`config.mk`:
```
export PLATFORM = sky130hd
export DESIGN_NAME = ram_sync_param
export DESIGN_NICKNAME = d
export VERILOG_FILES = /design/src/rtl/mem_pkg.sv /design/src/rtl/ram_clear_seq.sv /design/src/rtl/ram_sync_param.sv
export SDC_FILE = /design/constraint.sdc
export NUM_CORES = 1
export LEC_CHECK = 0
export CELL_PAD_IN_SITES_DETAIL_PLACEMENT = 0
export CELL_PAD_IN_SITES_GLOBAL_PLACEMENT = 1
export CORE_MARGIN = 8
export CORE_UTILIZATION = 45
export CTS_CLUSTER_SIZE = 25
export DETAILED_ROUTE_END_ITERATION = 8
export GPL_ROUTABILITY_DRIVEN = 0
export PLACE_DENSITY_LB_ADDON = 0.08
export SLEW_MARGIN = 0
export SYNTH_ARGS = -nofsm -noshare
export SYNTH_HDL_FRONTEND = slang
export SYNTH_SLANG_ARGS = --single-unit
```
`constraint.sdc`:
```
create_clock -name clk -period 3 [get_ports clk]
set_input_delay 0.6 -clock clk [delete_from_list [all_inputs] [get_ports clk]]
set_output_delay 0.6 -clock clk [all_outputs]
set_load 0.01 [all_outputs]
```
`src/rtl/mem_pkg.sv`:
```
// Shared types and helpers for the parametrised synchronous RAM and its clear sequencer.
package mem_pkg;

    typedef enum logic {
        ST_CLEAR = 1'b0,
        ST_IDLE  = 1'b1
    } state_e;

    // Widest word the parity helper accepts; callers zero-extend into it.
    localparam int PAR_MAX_W = 256;

    function automatic logic parity_even(input logic [PAR_MAX_W-1:0] data);
        return ^data;
    endfunction

endpackage

```
`src/rtl/ram_clear_seq.sv`:
```
// Clear sequencer: sweeps every RAM address once after reset or on a clear request.
//  state    | meaning
//  ST_CLEAR | writing INIT_VALUE to mem[clr_addr], one entry per cycle
//  ST_IDLE  | user port owns the array
module ram_clear_seq #(
    parameter int DEPTH  = 16,
    parameter int ADDR_W = $clog2(DEPTH)
) (
    input  logic              clk,
    input  logic              rst,
    input  logic              clear,
    output logic              busy,
    output logic              clr_we,
    output logic [ADDR_W-1:0] clr_addr
);
    import mem_pkg::*;

    state_e            state_q, state_d;
    logic [ADDR_W-1:0] clr_addr_q, clr_addr_d;

    always_ff @(posedge clk or posedge rst) begin
        if (rst) begin
            state_q    <= ST_CLEAR;
            clr_addr_q <= '0;
        end else begin
            state_q    <= state_d;
            clr_addr_q <= clr_addr_d;
        end
    end

    always_comb begin
        state_d    = state_q;
        clr_addr_d = clr_addr_q;
        clr_we     = 1'b0;
        case (state_q)
            ST_CLEAR: begin
                clr_we = 1'b1;
                if (clr_addr_q == ADDR_W'(DEPTH - 1)) begin
                    state_d    = ST_IDLE;
                    clr_addr_d = '0;
                end else begin
                    clr_addr_d = clr_addr_q + 1'b1;
                end
            end
            default: begin
                if (clear) begin
                    state_d    = ST_CLEAR;
                    clr_addr_d = '0;
                end
            end
        endcase
    end

    assign busy     = (state_q == ST_CLEAR);
    assign clr_addr = clr_addr_q;

endmodule

```
`src/rtl/ram_sync_param.sv`:
```
// Parametrised single-port synchronous RAM with req/rvalid handshake and hardware clear sweep.
// Optional stored even parity per entry when RAM_PARITY_EN is defined.
module ram_sync_param #(
    parameter int               WIDTH      = 1,
    parameter int               DEPTH      = 16,
    parameter int               ADDR_W     = $clog2(DEPTH),
    parameter logic [WIDTH-1:0] INIT_VALUE = '0
) (
    input  logic              clk,
    input  logic              rst,
    input  logic              req,
    input  logic              write_enable,
    input  logic [ADDR_W-1:0] address,
    input  logic [WIDTH-1:0]  wdata,
    input  logic              clear,
    output logic              ready,
    output logic              busy,
    output logic [WIDTH-1:0]  result,
    output logic              rvalid,
    output logic              parity_err
);
    import mem_pkg::*;

`ifdef RAM_PARITY_EN
    localparam int MEM_W = WIDTH + 1;

    function automatic logic [PAR_MAX_W-1:0] widen(input logic [WIDTH-1:0] d);
        widen = '0;
        widen[WIDTH-1:0] = d;
    endfunction
`else
    localparam int MEM_W = WIDTH;
`endif

    logic [MEM_W-1:0]  mem_q [DEPTH];
    logic [MEM_W-1:0]  init_word, wr_word, rd_word;
    logic              clr_we, accept, in_range;
    logic [ADDR_W-1:0] clr_addr;
    logic [WIDTH-1:0]  result_q, result_d;
    logic              rvalid_q, rvalid_d;

    ram_clear_seq #(
        .DEPTH  (DEPTH),
        .ADDR_W (ADDR_W)
    ) u_clear_seq (
        .clk      (clk),
        .rst      (rst),
        .clear    (clear),
        .busy     (busy),
        .clr_we   (clr_we),
        .clr_addr (clr_addr)
    );

    // Clear wins over a same-cycle request, so it also blocks ready.
    assign ready    = ~busy & ~clear;
    assign accept   = req & ready;
    assign in_range = ({1'b0, address} < (ADDR_W + 1)'(DEPTH));

`ifdef RAM_PARITY_EN
    assign init_word = {parity_even(widen(INIT_VALUE)), INIT_VALUE};
    assign wr_word   = {parity_even(widen(wdata)), wdata};
`else
    assign init_word = INIT_VALUE;
    assign wr_word   = wdata;
`endif

    always_comb begin
        rd_word = '0;
        if (in_range) rd_word = mem_q[address];
    end

    always_ff @(posedge clk) begin
        if (clr_we) begin
            mem_q[clr_addr] <= init_word;
        end else if (accept && write_enable && in_range) begin
            mem_q[address] <= wr_word;
        end
    end

`ifdef RAM_PARITY_EN
    logic perr_q, perr_d;
`endif

    always_comb begin
        result_d = result_q;
        rvalid_d = accept;
`ifdef RAM_PARITY_EN
        perr_d   = 1'b0;
`endif
        if (accept) begin
            if (write_enable) begin
                result_d = wdata;
            end else if (in_range) begin
                result_d = rd_word[WIDTH-1:0];
`ifdef RAM_PARITY_EN
                perr_d   = parity_even(widen(rd_word[WIDTH-1:0])) != rd_word[WIDTH];
`endif
            end else begin
                result_d = '0;
            end
        end
    end

    always_ff @(posedge clk or posedge rst) begin
        if (rst) begin
            result_q <= '0;
            rvalid_q <= 1'b0;
`ifdef RAM_PARITY_EN
            perr_q   <= 1'b0;
`endif
        end else begin
            result_q <= result_d;
            rvalid_q <= rvalid_d;
`ifdef RAM_PARITY_EN
            perr_q   <= perr_d;
`endif
        end
    end

    assign result = result_q;
    assign rvalid = rvalid_q;
`ifdef RAM_PARITY_EN
    assign parity_err = perr_q;
`else
    assign parity_err = 1'b0;
`endif

endmodule

```
==> impl_metrics.json, run 1 <==
{
  "syn_area_um2": 1160,
  "holdWs_ns": 0.509,
  "synth_edf_count": 16,
  "power-per-cell-area_nw_per_um2": 732,
  "ios": 15,
  "maxCapViolCount": 0,
  "path_common_cell": "clkdlybuf4s50_1",
  "grtUsageTotal_pct": 12.5,
  "path_clk_slew_ns": 0.12,
  "synth_seq_area_share_pct": 56.5,
  "grt_pass1_wl_um": 4170,
  "yosys_register_bits": 23,
  "hpwl_um": 1820,
  "synth_nets": 111,
  "cts_sinks": 23,
  "clock_skew_ns": 0.00561,
  "max_stage_delay_ns": 0.58,
  "cts_buffers": 3,
  "final.setup.tns_ns": 0,
  "ys_types": 31,
  "rows": 18,
  "instances_no_fill": 143,
  "drt_wl_total_um": 2440,
  "required_ns": 2.40,
  "synth_top_area_cell": "edfxtp_1",
  "drtPass1Iterations": 5,
  "initial_core_util_pct": 47.2,
  "antenna_found_initial": 0,
  "period_share_pct": 78.4,
  "place_inst": 139,
  "syn_to_final_growth_pct": 14.7,
  "coreArea_um2": 2450,
  "fp.dieArea_um2": 4460,
  "grt_pass1_vias": 816,
  "synth_top_area_share_pct": 41.4,
  "fin_area_um2": 1330,
  "crit_slowest_cell": "clkdlybuf4s50_1",
  "status": "finished clean",
  "async_reset_ff_share_pct": 30.4,
  "drtAntennaViolNets": 0,
  "slew_viol_final": 0,
  "routed_via_density": 5.58,
  "start_kind": "input pin",
  "syn_inst": 100,
  "p_leak_nw": 0.530,
  "cts_hold_buf": 0,
  "nets": 125,
  "rr_startpoint": "u_clear_seq.state_q",
  "crit_path_cell_trace": "clkdlybuf4s50_1, nor2b_1, clkdlybuf4s50_1",
  "grt_max_degree": 17,
  "grt_overflow": 0,
  "fin_crit_ns": 2.35,
  "clock_latency_ns": 0.31,
  "cts_setup_buffers": 0,
  "crit_type": "input pin to output pin",
  "crit_path_end_kind": "output pin",
  "rsz0062_at_grt": "false",
  "crit_fanout": 2,
  "synth.most_common_cell": "nor2_1",
  "clk_path_buf_depth": 2,
  "die_x_um": 66.8,
  "worstSetupStartpoint": "clear",
  "drt_first_iter_violations": 30,
  "critPathTopFamily": "buffers and inverters",
  "diodes": 0,
  "ys_warn_count": 0,
  "num_vias": 798,
  "crit_buf_inv": 2,
  "synthFlopType": "edfxtp_1",
  "drive_gt1_share_pct": 6.19,
  "drc_errors": 0,
  "fmax_mhz": 425,
  "synth_common_cells": "22 x nor2_1, 16 x edfxtp_1, 8 x inv_1, 7 x dfrtp_1",
  "port_buffers": 13,
  "cts_tree": "built",
  "cts_max_level": 1,
  "die_y_um": 66.8,
  "ctsResizeCount": 0,
  "ys_top_cells_by_area": "edfxtp_1 41%, dfrtp_1 15%, mux4_1 9.1%, nor2_1 7.1%, inv_1 2.6%",
  "crit_arrival_ns": 1.75,
  "p_total_mw": 0.974,
  "wl_per_cell_um": 17.1,
  "dpl_cell_area_um2": 1300,
  "hold_viol_final": 0,
  "ir_drop_v": 0.000547,
  "syn_area_per_cell_um2": 11.6,
  "cts_root_buf": "clkbuf_4",
  "min_path_type": "input pin to async pin",
  "finalSetupViolations": 0
}
==> final timing paths <==
kind	to	slack (ns)	cells after the start
min in group clk	result	0.54	1
hold reg to reg	result	0.54	1
setup / recovery	ready	0.65	3
hold / removal	u_clear_seq.clr_addr[3]	0.51	2
max in group asynchronous	rvalid	2.28	2
setup reg to reg	mem_q[12]	1.16	4
==> final cells by class <==
cell class	instances	area, um^2
clock buffers	3	22.5
clock inverters	1	5.00
multi-input cells	64	442
repair buffers	14	138
well taps	30	37.5
fillers	215	1120
flip-flops and latches	23	656
inverters	8	30.0
==> metal layers <==
| metal | routed length (um) | global-route usage, % |
|---|---|---|
| met5 | 0 | 0 |
| met4 | 47 | 6.40 |
| met3 | 141 | 3.19 |
| met2 | 1080 | 17.7 |
| met1 | 1180 | 17.0 |
==> kinds of logic (layout without fill, tap and decap cells) <==
logic type	count (synthesis)	in the layout	share of synthesized area, %
fa+ha+maj	1	1	1.08
simple gates	37	37	14.5
buf+inv	13	26	5.39
mux	5	5	9.92
compound gates	20	20	12.3
flops	23	23	56.5
other cells	1	1	0.323
==> where the power goes <==
part           internal (mW)  switching (mW)
registers              0.414          0.0691
logic                  0.157           0.188
clock network         0.0499          0.0954
total                  0.621           0.353
==> flip-flops by register name, summed over array words and instances (netlist names) <==
signal and cells:
mem_q 16, u_clear_seq.state_q 1, u_clear_seq.clr_addr 4, rvalid 1, result 1
==> per-stage QoR <==
step                      util, %  setup WS [ns]
final                        54.2          0.648
after global placement       53.1          0.648
after floorplan                 -           1.30
after detailed placement     53.1          0.569
after CTS                    54.2          0.646
after global routing         54.2          0.595
==> cell usage in the layout, fill, tap and decap left out, types with 2 or more instances in the layout <==
| master | count |
|---|---|
| a21o_1 | 2 |
| a21oi_1 | 4 |
| a22oi_1 | 2 |
| a31oi_1 | 4 |
| clkbuf_4 | 3 |
| clkdlybuf4s50_1 | 13 |
| dfrtp_1 | 7 |
| edfxtp_1 | 16 |
| inv_1 | 8 |
| mux4_1 | 4 |
| nand2_1 | 3 |
| nand2b_1 | 2 |
| nor2_1 | 22 |
| nor3_1 | 4 |
| nor3b_1 | 2 |
| o21ai_0 | 3 |
Power figures use the tool's default switching activity.
==> run 2, diff against run 1 <==
--- a/config.mk
+++ b/config.mk
@@ -8,7 +8,7 @@
 export CELL_PAD_IN_SITES_DETAIL_PLACEMENT = 0
 export CELL_PAD_IN_SITES_GLOBAL_PLACEMENT = 1
 export CORE_MARGIN = 8
-export CORE_UTILIZATION = 45
+export CORE_UTILIZATION = 42
 export CTS_CLUSTER_SIZE = 25
 export DETAILED_ROUTE_END_ITERATION = 8
 export GPL_ROUTABILITY_DRIVEN = 0
==> constraint.sdc (replaced) <==
create_clock -name clk -period 2.4 [get_ports clk]
set_input_delay 0.48 -clock clk [delete_from_list [all_inputs] [get_ports clk]]
set_output_delay 0.48 -clock clk [all_outputs]
set_load 0.01 [all_outputs]
==> run 2 against run 1 <==
Critical path depth shrank 1. Clock-buffer cell count grew 1. Sequential share of layout area shrank 0.28 points. Flip-flop and latch count is the same.
==> impl_metrics.json, run 2 (synthesis gave the netlist of run 1 again) <==
{
  "status": "finished clean",
  "regMostFlops": "mem_q",
  "cts_tree": "built",
  "p_leak_nw": 0.533,
  "drtPass1Iterations": 4,
  "clock_skew_ns": 0.00586,
  "cts_setup_buffers": 0,
  "die_y_um": 68.6,
  "reg2reg_depth": 4,
  "cp-endpoint": "ready",
  "cts_root_buf": "clkbuf_4",
  "worstSetupStartpoint": "u_clear_seq.state_q",
  "die_x_um": 68.6,
  "cts_buffers": 3,
  "diodes": 0,
  "ios": 15,
  "r2r_end": "mem_q[2]",
  "min_path_type": "input pin to async pin",
  "power-per-cell-area_nw_per_um2": 913,
  "crit_fanout": 10,
  "syn_to_final_growth_pct": 15.3,
  "postLayoutCoreUtil_pct": 49.8,
  "crit_path_end_kind": "output pin",
  "drt_wl_total_um": 2450,
  "antenna_found_initial": 0,
  "ff2ff_setup_slack_ns": 0.59,
  "period_share_pct": 89.9,
  "final.setup.tns_ns": 0,
  "fp.dieArea_um2": 4700,
  "cts_sinks": 23,
  "start_kind": "flop",
  "required_ns": 1.92,
  "drc_errors": 0,
  "coreArea_um2": 2690,
  "rows": 19,
  "clk_path_buf_depth": 2,
  "crit_type": "flop to output pin",
  "crit_arrival_ns": 1.68,
  "num_vias": 802,
  "nets": 126,
  "fmax_mhz": 464,
  "grt_max_degree": 17,
  "rsz0062_at_grt": "false",
  "layout_common_cells": "22 x nor2_1, 16 x edfxtp_1, 13 x clkdlybuf4s50_1",
  "path_clk_slew_ns": 0.13,
  "cts_max_level": 1,
  "largest_register_ffs": 16,
  "multi_input_comb_area_um2": 442,
  "regArea_um2": 656,
  "routed_via_density": 5.53,
  "hold_viol_final": 0,
  "cts_hold_buf": 0,
  "maxCapViolCount": 0,
  "holdWs_ns": 0.385,
  "grt_overflow": 0,
  "nFillCells": 248,
  "port_buffers": 13,
  "slew_viol_final": 0,
  "final_common_cell": "nor2_1",
  "ir_drop_v": 0.000532,
  "clock_latency_ns": 0.31,
  "grt_pass1_vias": 782,
  "hpwl_um": 1780,
  "wl_per_cell_um": 16.9,
  "rr_startpoint": "u_clear_seq.state_q",
  "ctsResizeCount": 0,
  "finalSetupViolations": 0,
  "drt_first_iter_violations": 48,
  "grt_pass1_wl_um": 4030,
  "drtAntennaViolNets": 0,
  "initial_core_util_pct": 43.2,
  "fin_crit_ns": 2.16,
  "grtUsageTotal_pct": 11.7,
  "drive_gt1_share_pct": 6.14
}
## run 2: layer usage
metal,wire (um),GRT usage [%],vias up
met5,0,0,-
met3,135,2.58,2
li1,-,-,390
met1,1140,15.7,391
met4,17,3.84,0
met2,1160,18.2,19
## run 2: how the worst min path moves through the flow
stage	startpoint	endpoint	slack, ns	cells after the start
final	rst	rvalid	0.39	2
after global routing	rst	rvalid	0.42	2
after CTS	rst	rvalid	0.40	2
after detailed placement	result	result	0.51	1
after global placement	result	result	0.51	1
after floorplan	rst	result	0.28	1
## run 2: final cells by class
| type | count | area share [%] |
|---|---|---|
| Sequential cell | 23 | 49.0 |
| Tap cell | 31 | 2.90 |
| Clock buffer | 4 | 1.96 |
| Timing Repair Buffer | 15 | 10.9 |
| Inverter | 8 | 2.25 |
| Multi-Input combinational cell | 64 | 33.0 |
## run 2: worst max-delay path: stages, from the launching register on
cell and delay [ns]:
dfrtp_1 0.53, nor2b_1 0.26, clkdlybuf4s50_1 0.58
## run 2: report_power, final
group	switching (mW)	internal (mW)
combinational	0.235	0.197
clock	0.116	0.0648
sequential	0.0908	0.518
total	0.442	0.779
## run 2: stage by stage
step	area (um^2)	power, mW	setup slack (ns)	instances
detailed placement	1310	1.05	0.146	141
finish	1340	1.22	0.243	145
global placement	1310	1.05	0.115	141
floorplan	1160	0.902	0.820	100
CTS	1340	1.22	0.243	145
global route	1340	1.31	0.144	145
==> run 3, diff against run 2 <==
--- a/config.mk
+++ b/config.mk
@@ -11,8 +11,8 @@
 export CORE_UTILIZATION = 42
 export CTS_CLUSTER_SIZE = 25
 export DETAILED_ROUTE_END_ITERATION = 8
-export GPL_ROUTABILITY_DRIVEN = 0
 export PLACE_DENSITY_LB_ADDON = 0.08
+export SKIP_LAST_GASP = 1
 export SLEW_MARGIN = 0
 export SYNTH_ARGS = -nofsm -noshare
 export SYNTH_HDL_FRONTEND = slang
==> results of run 3 <==
Same layout as run 2: the final DEF is identical, and so are final timing and power.
